--- src/rtl/sram2rw_port_arbiter.sv ---
// Two-requester arbiter for a 64x32 dual-port SRAM macro: post-reset fill sweep, round-robin same-address collisions.
// Optional collision counter enabled by SRAM_ARB_CONFLICT_CNT_EN (adds conflict_clr / conflict_cnt ports).

module sram2rw_port_lane #(
    parameter logic [31:0] INIT_VALUE = 32'h0
) (
    input  logic        clk,
    input  logic        rst_n,
    input  logic        grant,
    input  logic        we,
    input  logic [5:0]  addr,
    input  logic [31:0] wdata,
    input  logic        sweep_en,
    input  logic [5:0]  sweep_addr,
    input  logic [31:0] sram_o,
    output logic [5:0]  sram_a,
    output logic        sram_csb,
    output logic        sram_web,
    output logic        sram_oeb,
    output logic [31:0] sram_i,
    output logic        rsp_valid,
    output logic [31:0] rsp_rdata
);
    logic        sweep_q;
    logic [5:0]  a_q;
    logic [31:0] i_q;
    logic        rsp_q;
    logic [31:0] rdata_q;

    always_ff @(posedge clk) begin
        if (!rst_n) begin
            sweep_q <= 1'b0;
            a_q     <= '0;
            i_q     <= '0;
            rsp_q   <= 1'b0;
            rdata_q <= '0;
        end else begin
            sweep_q <= sweep_en;
            rsp_q   <= grant & ~we;
            if (rsp_q)
                rdata_q <= sram_o;
            if (sweep_en) begin
                a_q <= sweep_addr;
                i_q <= INIT_VALUE;
            end else if (grant) begin
                a_q <= addr;
                i_q <= wdata;
            end
        end
    end

    // Sweep drives the macro from registers; RUN traffic goes straight through so the macro samples it at the accept edge.
    assign sram_csb  = ~(sweep_q | grant);
    assign sram_web  = ~(sweep_q | (grant & we));
    assign sram_a    = grant ? addr : a_q;
    assign sram_i    = grant ? wdata : i_q;
    assign sram_oeb  = ~rsp_q;
    assign rsp_valid = rsp_q;
    assign rsp_rdata = rsp_q ? sram_o : rdata_q;
endmodule

module sram2rw_port_arbiter #(
    parameter int          INIT_ON_RESET = 1,
    parameter logic [31:0] INIT_VALUE    = 32'h0
) (
    input  logic        clk,
    input  logic        rst_n,
    input  logic        req0_valid,
    output logic        req0_ready,
    input  logic        req0_we,
    input  logic [5:0]  req0_addr,
    input  logic [31:0] req0_wdata,
    input  logic        req1_valid,
    output logic        req1_ready,
    input  logic        req1_we,
    input  logic [5:0]  req1_addr,
    input  logic [31:0] req1_wdata,
    output logic        rsp0_valid,
    output logic [31:0] rsp0_rdata,
    output logic        rsp1_valid,
    output logic [31:0] rsp1_rdata,
    output logic        init_done,
    output logic [5:0]  sram_a1,
    output logic [5:0]  sram_a2,
    output logic        sram_csb1,
    output logic        sram_csb2,
    output logic        sram_web1,
    output logic        sram_web2,
    output logic        sram_oeb1,
    output logic        sram_oeb2,
    output logic [31:0] sram_i1,
    output logic [31:0] sram_i2,
    input  logic [31:0] sram_o1,
    input  logic [31:0] sram_o2
`ifdef SRAM_ARB_CONFLICT_CNT_EN
    ,
    input  logic        conflict_clr,
    output logic [15:0] conflict_cnt
`endif
);
    typedef enum logic [1:0] {S_INIT, S_DONE, S_RUN} state_t;

    state_t     state;
    logic [4:0] cnt;
    logic       rr;
    logic       run, coll, sweep_en;

    logic [1:0]       valid, we, grant, csb, web, oeb, rvld;
    logic [1:0][5:0]  addr, a, sweep_addr;
    logic [1:0][31:0] wdata, i, o, rdata;

    assign valid = {req1_valid, req0_valid};
    assign we    = {req1_we, req0_we};
    assign addr  = {req1_addr, req0_addr};
    assign wdata = {req1_wdata, req0_wdata};
    assign o     = {sram_o2, sram_o1};

    // Gated by rst_n so nothing is granted on the edge that resets the block.
    assign run      = rst_n && (state == S_RUN);
    assign sweep_en = rst_n && (state == S_INIT);
    assign coll     = run & valid[0] & valid[1] & (addr[0] == addr[1]) & (we[0] | we[1]);
    assign grant[0] = run & valid[0] & ~(coll & rr);
    assign grant[1] = run & valid[1] & ~(coll & ~rr);
    assign sweep_addr[0] = {1'b0, cnt};
    assign sweep_addr[1] = {1'b1, cnt};

    always_ff @(posedge clk) begin
        if (!rst_n) begin
            state     <= (INIT_ON_RESET != 0) ? S_INIT : S_RUN;
            cnt       <= '0;
            rr        <= 1'b0;
            init_done <= (INIT_ON_RESET == 0);
        end else begin
            case (state)
                S_INIT: begin
                    cnt <= cnt + 5'd1;
                    if (cnt == 5'd31)
                        state <= S_DONE;
                end
                // One idle cycle lets the registered c=31 write reach the macro before traffic.
                S_DONE: begin
                    state     <= S_RUN;
                    init_done <= 1'b1;
                end
                default: begin
                    if (coll)
                        rr <= ~rr;
                end
            endcase
        end
    end

`ifdef SRAM_ARB_CONFLICT_CNT_EN
    always_ff @(posedge clk) begin
        if (!rst_n)
            conflict_cnt <= '0;
        else if (conflict_clr)
            conflict_cnt <= '0;
        else if (coll && conflict_cnt != 16'hFFFF)
            conflict_cnt <= conflict_cnt + 16'd1;
    end
`endif

    for (genvar p = 0; p < 2; p++) begin : g_lane
        sram2rw_port_lane #(.INIT_VALUE(INIT_VALUE)) u_lane (
            .clk        (clk),
            .rst_n      (rst_n),
            .grant      (grant[p]),
            .we         (we[p]),
            .addr       (addr[p]),
            .wdata      (wdata[p]),
            .sweep_en   (sweep_en),
            .sweep_addr (sweep_addr[p]),
            .sram_o     (o[p]),
            .sram_a     (a[p]),
            .sram_csb   (csb[p]),
            .sram_web   (web[p]),
            .sram_oeb   (oeb[p]),
            .sram_i     (i[p]),
            .rsp_valid  (rvld[p]),
            .rsp_rdata  (rdata[p])
        );
    end

    assign req0_ready = grant[0];
    assign req1_ready = grant[1];
    assign rsp0_valid = rvld[0];
    assign rsp1_valid = rvld[1];
    assign rsp0_rdata = rdata[0];
    assign rsp1_rdata = rdata[1];
    assign sram_a1    = a[0];
    assign sram_a2    = a[1];
    assign sram_csb1  = csb[0];
    assign sram_csb2  = csb[1];
    assign sram_web1  = web[0];
    assign sram_web2  = web[1];
    assign sram_oeb1  = oeb[0];
    assign sram_oeb2  = oeb[1];
    assign sram_i1    = i[0];
    assign sram_i2    = i[1];
endmodule
--- config.mk ---
export PLATFORM = sky130hd
export DESIGN_NAME = sram2rw_port_arbiter
export DESIGN_NICKNAME = d
export VERILOG_FILES = /design/src/rtl/sram2rw_port_arbiter.sv
export SDC_FILE = /design/constraint.sdc
export NUM_CORES = 1
export LEC_CHECK = 0
export CAP_MARGIN = 10
export CORE_MARGIN = 2
export CORE_UTILIZATION = 37
export CTS_CLUSTER_SIZE = 28
export DETAILED_ROUTE_END_ITERATION = 12
export MAX_ROUTING_LAYER = met4
export PLACE_DENSITY = 0.76
export RECOVER_POWER = 100
export SLEW_MARGIN = 10
export SYNTH_ARGS = -nofsm -noshare
export SYNTH_HDL_FRONTEND = slang
export SYNTH_SLANG_ARGS = --single-unit
--- constraint.sdc ---
create_clock -name clk -period 2.2 [get_ports clk]
set_input_delay 0.44 -clock clk [delete_from_list [all_inputs] [get_ports clk]]
set_output_delay 0.44 -clock clk [all_outputs]
set_load 0.005 [all_outputs]
==> results.cfg, run 1 <==
[route]
wl_per_cell_um = 17.6
drtPass1Iterations = 4
detail-route-antenna-nets = 0
routed_wl_mm = 22.3
drt_iter0_drc = 238
vias = 6144
viasPerCell = 4.84
drc = 0

[place]
dp_hpwl_mm = 12.8
placed_area_um2 = 9930
io_buffers = 296
place.gp.congestion = 0.773
place_ws_ps = -1030

[clock_tree]
cts_hold_buf = 0
htreeDepth = 4
clock_path_buffers = 2
clkTransAtPathRegs_ps = 60
clockRootBuffer = clkbuf_16
numCtsBuffers = 17
cts_sinks = 152
clk_latency_ps = 410
cts_tree = built

[synth]
synth_top_cell_area_share = 0.484
syn_inst = 623
yosysWarningCount = 0
synth_area_leaders = dfxtp_1, mux2_2, and2_1, nand3_1, o21ai_0
synthArstFlopShare = 0
yosysTopAreaCell = dfxtp_1
synth_fp_nets = 771
synth_common_cells = dfxtp_1, and2_1, mux2_2, nand2_1, nand3_1
ys_seq_area_frac = 0.484
avgSynthCellArea_um2 = 10.1
synth_seq_cells = 152
synth_edf_count = 0
synth_area_um2 = 6280
yosysMostFrequentCell = dfxtp_1
synth.distinct_cells = 36
synth-main-ff-cell = dfxtp_1

[finish]
n_fill_cell = 1242
layout.area.seq_um2 = 3050
synthToLayoutAreaGrowth_pct = 85.4
multi_input_area_um2 = 3580
nNetsFinal = 1184
drive_gt1_frac = 0.450
fin_util = 0.702
stdcell_area_um2 = 11600

[setup_path]
critPathCapture = sram_i1[1]
end_kind = output port
cpPeakStageDelay_ps = 320
cp-startpoint = state[0]
crit_buf_inv = 6
worst_path_max_delay_cell = dfxtp_2
cp.required_ps = 1760
timing.rr.end = g_lane[1].u_lane.a_q[5]
cp.arrival_ps = 2210
path_cells = and4b_2 -> buf_4 -> o31ai_4 -> buf_4 -> buf_6 -> buf_12 -> buf_12 -> mux2_4 -> buf_6
rr_startpoint = state[0]
critPathKind = register to output port
cpLargestDelayFamily = buffers and inverters
rrSetupSlack_ps = 120
worst_r2r_path_depth = 8
cp-start-kind = register
cp_max_fo = 8
critical_path_depth = 9

[floorplanning]
initial_utilization = 0.379
die_area_um2 = 18000
die_width_um = 134
core_um2 = 16600
ios = 297
die_h_um = 134
fp-row-count = 47

[job]
drv_cap = 0

[sta]
drv_slew = 0
hold-worst-slack_ps = 296
period_share = 1.21
setup_viol = 82
fmax_mhz = 377
rsz0062_at_grt = yes
maxSlewHeadroom = 0.475
hold_violations = 0
fin_skew_ps = 9.38
worst_slack_ps = -453
worst_pin_slew_ps = 787
min_period_ps = 2650
fin_tns_setup_ps = -28560

[global_routing]
grt_pass1_wl_mm = 32.3
grt_usage = 0.238
grt_pass1_vias = 6095
grt_overflow = 0
grt_antenna_before_repair = 1
grt_start_max_net_pins = 85

[pwr]
p_leak_nw = 5.48
power_density_nw_per_um2 = 532
irDropWorstVdd_uv = 525

[run_status]
outcome = complete, but fails checks
violations = negative setup slack

[hold_path]
hp-class = input port to register
-- registers in the layout (all words and copies together), names as in the netlist --
name / count
g_lane.u_lane.i_q: 64
g_lane.u_lane.a_q: 12
g_lane.u_lane.sweep_q: 1
state: 2
cnt: 5
rr: 1
g_lane.u_lane.rsp_valid: 2
g_lane.u_lane.rdata_q: 64
init_done: 1
-- worst min-delay path by stage --
stage	startpoint	to	slack, ps	cells past startpoint
2_1_floorplan	init_done	init_done	460	1
3_3_place_gp	init_done	init_done	450	1
3_5_place_dp	init_done	init_done	460	1
4_1_cts	req1_we	g_lane[1].u_lane.rsp_valid	280	3
5_1_grt	req1_we	g_lane[1].u_lane.rsp_valid	290	3
6_report	req1_we	g_lane[1].u_lane.rsp_valid	300	3
-- area by class of cell --
cell class | count | area share
repair buffers | 441 | 0.353
well taps | 220 | 0.0236
clock inverters | 13 | 0.0146
inverters | 5 | 0.00183
flip-flops and latches | 152 | 0.262
diodes | 1 | 0.000215
clock buffers | 18 | 0.0369
multi-input cells | 419 | 0.308
-- cells by family (layout without fill, tap and decap cells) --
family,Yosys count,in the layout,share of synthesized area
other,0,1,0
AND/OR/NAND/NOR,205,205,0.181
XOR/XNOR,9,9,0.0125
multiplexers,108,108,0.194
adder cells (fa/ha/maj),2,2,0.00398
AO/OA/AOI/OAI,95,95,0.0904
buffers and inverters,52,477,0.0341
flip-flops,152,152,0.484
-- worst reg2reg max path, cell delays in order (launching register included) --
cell	delay, ps
dfxtp_2	320
and4b_2	300
and3_4	190
and4_4	280
buf_6	120
nor2_4	40
buf_4	130
bufbuf_16	260
o311a_1	320
-- what timing repair did --
action                                  4_1_cts  5_1_grt
endpoints found under the setup margin      149      101
cloned                                       13        3
setup buffers                                51       16
pin swaps                                    39       29
endpoints found under the hold margin         0        0
resized for setup                           571      127
-- power by group --
part           total [mW]  internal [mW]  switching, mW
clock network        3.00           1.79           1.21
logic               0.420          0.299          0.121
registers            2.78           2.76         0.0133
-- layout by cell type (no fill, tap or decap), types with 7 or more instances in the layout --
cell type	count
buf_16	7
clkdlybuf4s50_1	133
buf_2	63
buf_4	101
nand3_1	21
o21ai_4	12
nand2_1	41
a21boi_0	9
buf_12	12
buf_6	37
clkbuf_2	24
a21oi_1	32
nand3_2	12
dfxtp_1	149
mux2_2	70
mux2_4	38
dlygate4sd2_1	45
o21ai_2	16
and2_1	101
clkbuf_16	19
-- per-stage QoR --
step	instances	power, mW
final	1269	6.20
after global routing	1269	6.40
after CTS	1254	6.25
after detailed placement	1160	3.23
after global placement	1160	3.22
after floorplan	623	2.90
-- per-layer routing --
layer	vias up	track usage	wire, µm
met3	38	0.0548	1220
li1	2969	-	-
met5	-	-	0
met2	220	0.421	11500
met4	0	0.0702	522
met1	2917	0.267	9100
(Power assumes the default switching activity.)
==> inputs of run 2 (changes only) <==
--- a/config.mk
+++ b/config.mk
@@ -6,7 +6,6 @@
 export NUM_CORES = 1
 export LEC_CHECK = 0
 export CAP_MARGIN = 10
-export CORE_MARGIN = 2
 export CORE_UTILIZATION = 37
 export CTS_CLUSTER_SIZE = 28
 export DETAILED_ROUTE_END_ITERATION = 12
==> results.cfg, run 2 (synthesized netlist as in run 1, its figures left out) <==
[finish]
largestRegisters = g_lane.u_lane.i_q x64, g_lane.u_lane.rdata_q x64, g_lane.u_lane.a_q x12
layout_common_cells = dfxtp_1, clkdlybuf4s50_1, and2_1, buf_4, mux2_2
drive_gt1_frac = 0.413
layout_commonest_cell = dfxtp_1
layout.area.seq_um2 = 3050
stdcell_area_um2 = 11600
n_fill_cell = 1267
synthToLayoutAreaGrowth_pct = 84.7
nNetsFinal = 1177
multi_input_area_um2 = 3480

[sta]
setup_viol = 82
worst_slack_ps = -464
fmax_mhz = 375
rsz0062_at_grt = yes
period_share = 1.21
hold_violations = 0
min_period_ps = 2660
maxSlewHeadroom = 0.460
worst_pin_slew_ps = 810
fin_skew_ps = 7.20
drv_slew = 0

[clock_tree]
htreeDepth = 4
clk_latency_ps = 420
clkTransAtPathRegs_ps = 60
clockRootBuffer = clkbuf_16
clock_path_buffers = 2
cts_tree = built
numCtsBuffers = 17
cts_sinks = 152

[route]
routed_wl_mm = 22.0
vias = 6150
viasPerCell = 4.87
drtPass1Iterations = 4
drt_iter0_drc = 257
wl_per_cell_um = 17.4
detail-route-antenna-nets = 0
drc = 0

[floorplanning]
die_width_um = 132
die_h_um = 132
die_area_um2 = 17500
ios = 297
core_um2 = 16600
fp-row-count = 47
initial_utilization = 0.379

[setup_path]
cp.required_ps = 1760
end_kind = output port
rrSetupSlack_ps = 180
rr_startpoint = state[0]
cp-start-kind = register
timing.rr.end = g_lane[1].u_lane.a_q[5]
worst_r2r_path_depth = 9
cp.arrival_ps = 2220
cp_max_fo = 4
critPathKind = register to output port

[place]
placed_area_um2 = 9910
dp_hpwl_mm = 12.6
place.gp.congestion = 0.769
io_buffers = 296

[run_status]
violations = negative setup slack
outcome = complete, but fails checks

[pwr]
power_density_nw_per_um2 = 520
p_leak_nw = 5.62
irDropWorstVdd_uv = 477
p_total_mw = 6.03

[global_routing]
grt_antenna_before_repair = 2
grt_usage = 0.249
grt_overflow = 0
grt_pass1_vias = 6122
grt_pass1_wl_mm = 32.9
grt_start_max_net_pins = 85

[hold_path]
hold-path-endpoint = g_lane[1].u_lane.rsp_valid
hp-class = input port to register
min_from = req1_we
worst_hold_path.num_cells = 3

[job]
drv_cap = 0
==> run 2: routing by layer <==
layer  vias up  wire [µm]  track usage
met5         -          0            -
met4         0        613       0.0990
met3        38        911       0.0404
met2       198      11300        0.432
met1      2960       9170        0.285
li1       2954          -            -
==> run 2: final cells by class <==
type,instances,area share
well taps,220,0.0237
inverters,5,0.00183
flip-flops and latches,152,0.263
multi-input cells,420,0.300
repair buffers,433,0.363
diodes,2,0.000431
clock inverters,12,0.0112
clock buffers,18,0.0370
==> run 2: how the worst max path moves through the flow <==
stage | startpoint | end | depth (start not counted)
6_report | state[0] | sram_a2[5] | 8
5_1_grt | state[0] | sram_a2[5] | 8
4_1_cts | state[0] | sram_i1[25] | 8
3_5_place_dp | req0_addr[3] | sram_i1[11] | 7
3_3_place_gp | req0_addr[5] | sram_i2[3] | 9
2_1_floorplan | rst_n | sram_a2[4] | 8
==> run 2: metrics by stage <==
stage / worst slack (ps) / TNS (ps) / cells / utilization / hold WS, ps
floorplan: -16.2 / -16.2 / 623 / - / 464
finish: -464 / -26120 / 1262 / 0.700 / 305
global route: -516 / -32210 / 1262 / 0.700 / 292
detailed placement: -1070 / -104230 / 1157 / 0.597 / 472
CTS: -564 / -33550 / 1243 / 0.673 / 290
global placement: -1010 / -100600 / 1157 / 0.597 / 454
==> run 2: power breakdown <==
group	internal, mW	switching [mW]
Combinational	0.320	0.127
Sequential	2.76	0.0134
Clock	1.66	1.15
==> run 2: what timing repair did <==
action                                  CTS  global route
pin swaps                                29            32
endpoints found under the setup margin  149           112
gates resized for setup                 456           184
setup buffers                            43            21
hold buffers                              0             0
cloned                                   13             3
==> run 2: critical path, stage by stage, from the launching register on <==
cell and delay [ps]:
dfxtp_2 320, and4b_2 300, and3_4 200, and4_4 250, nor2_4 80, buf_6 140, buf_6 100, mux2_4 300
buf_6 120
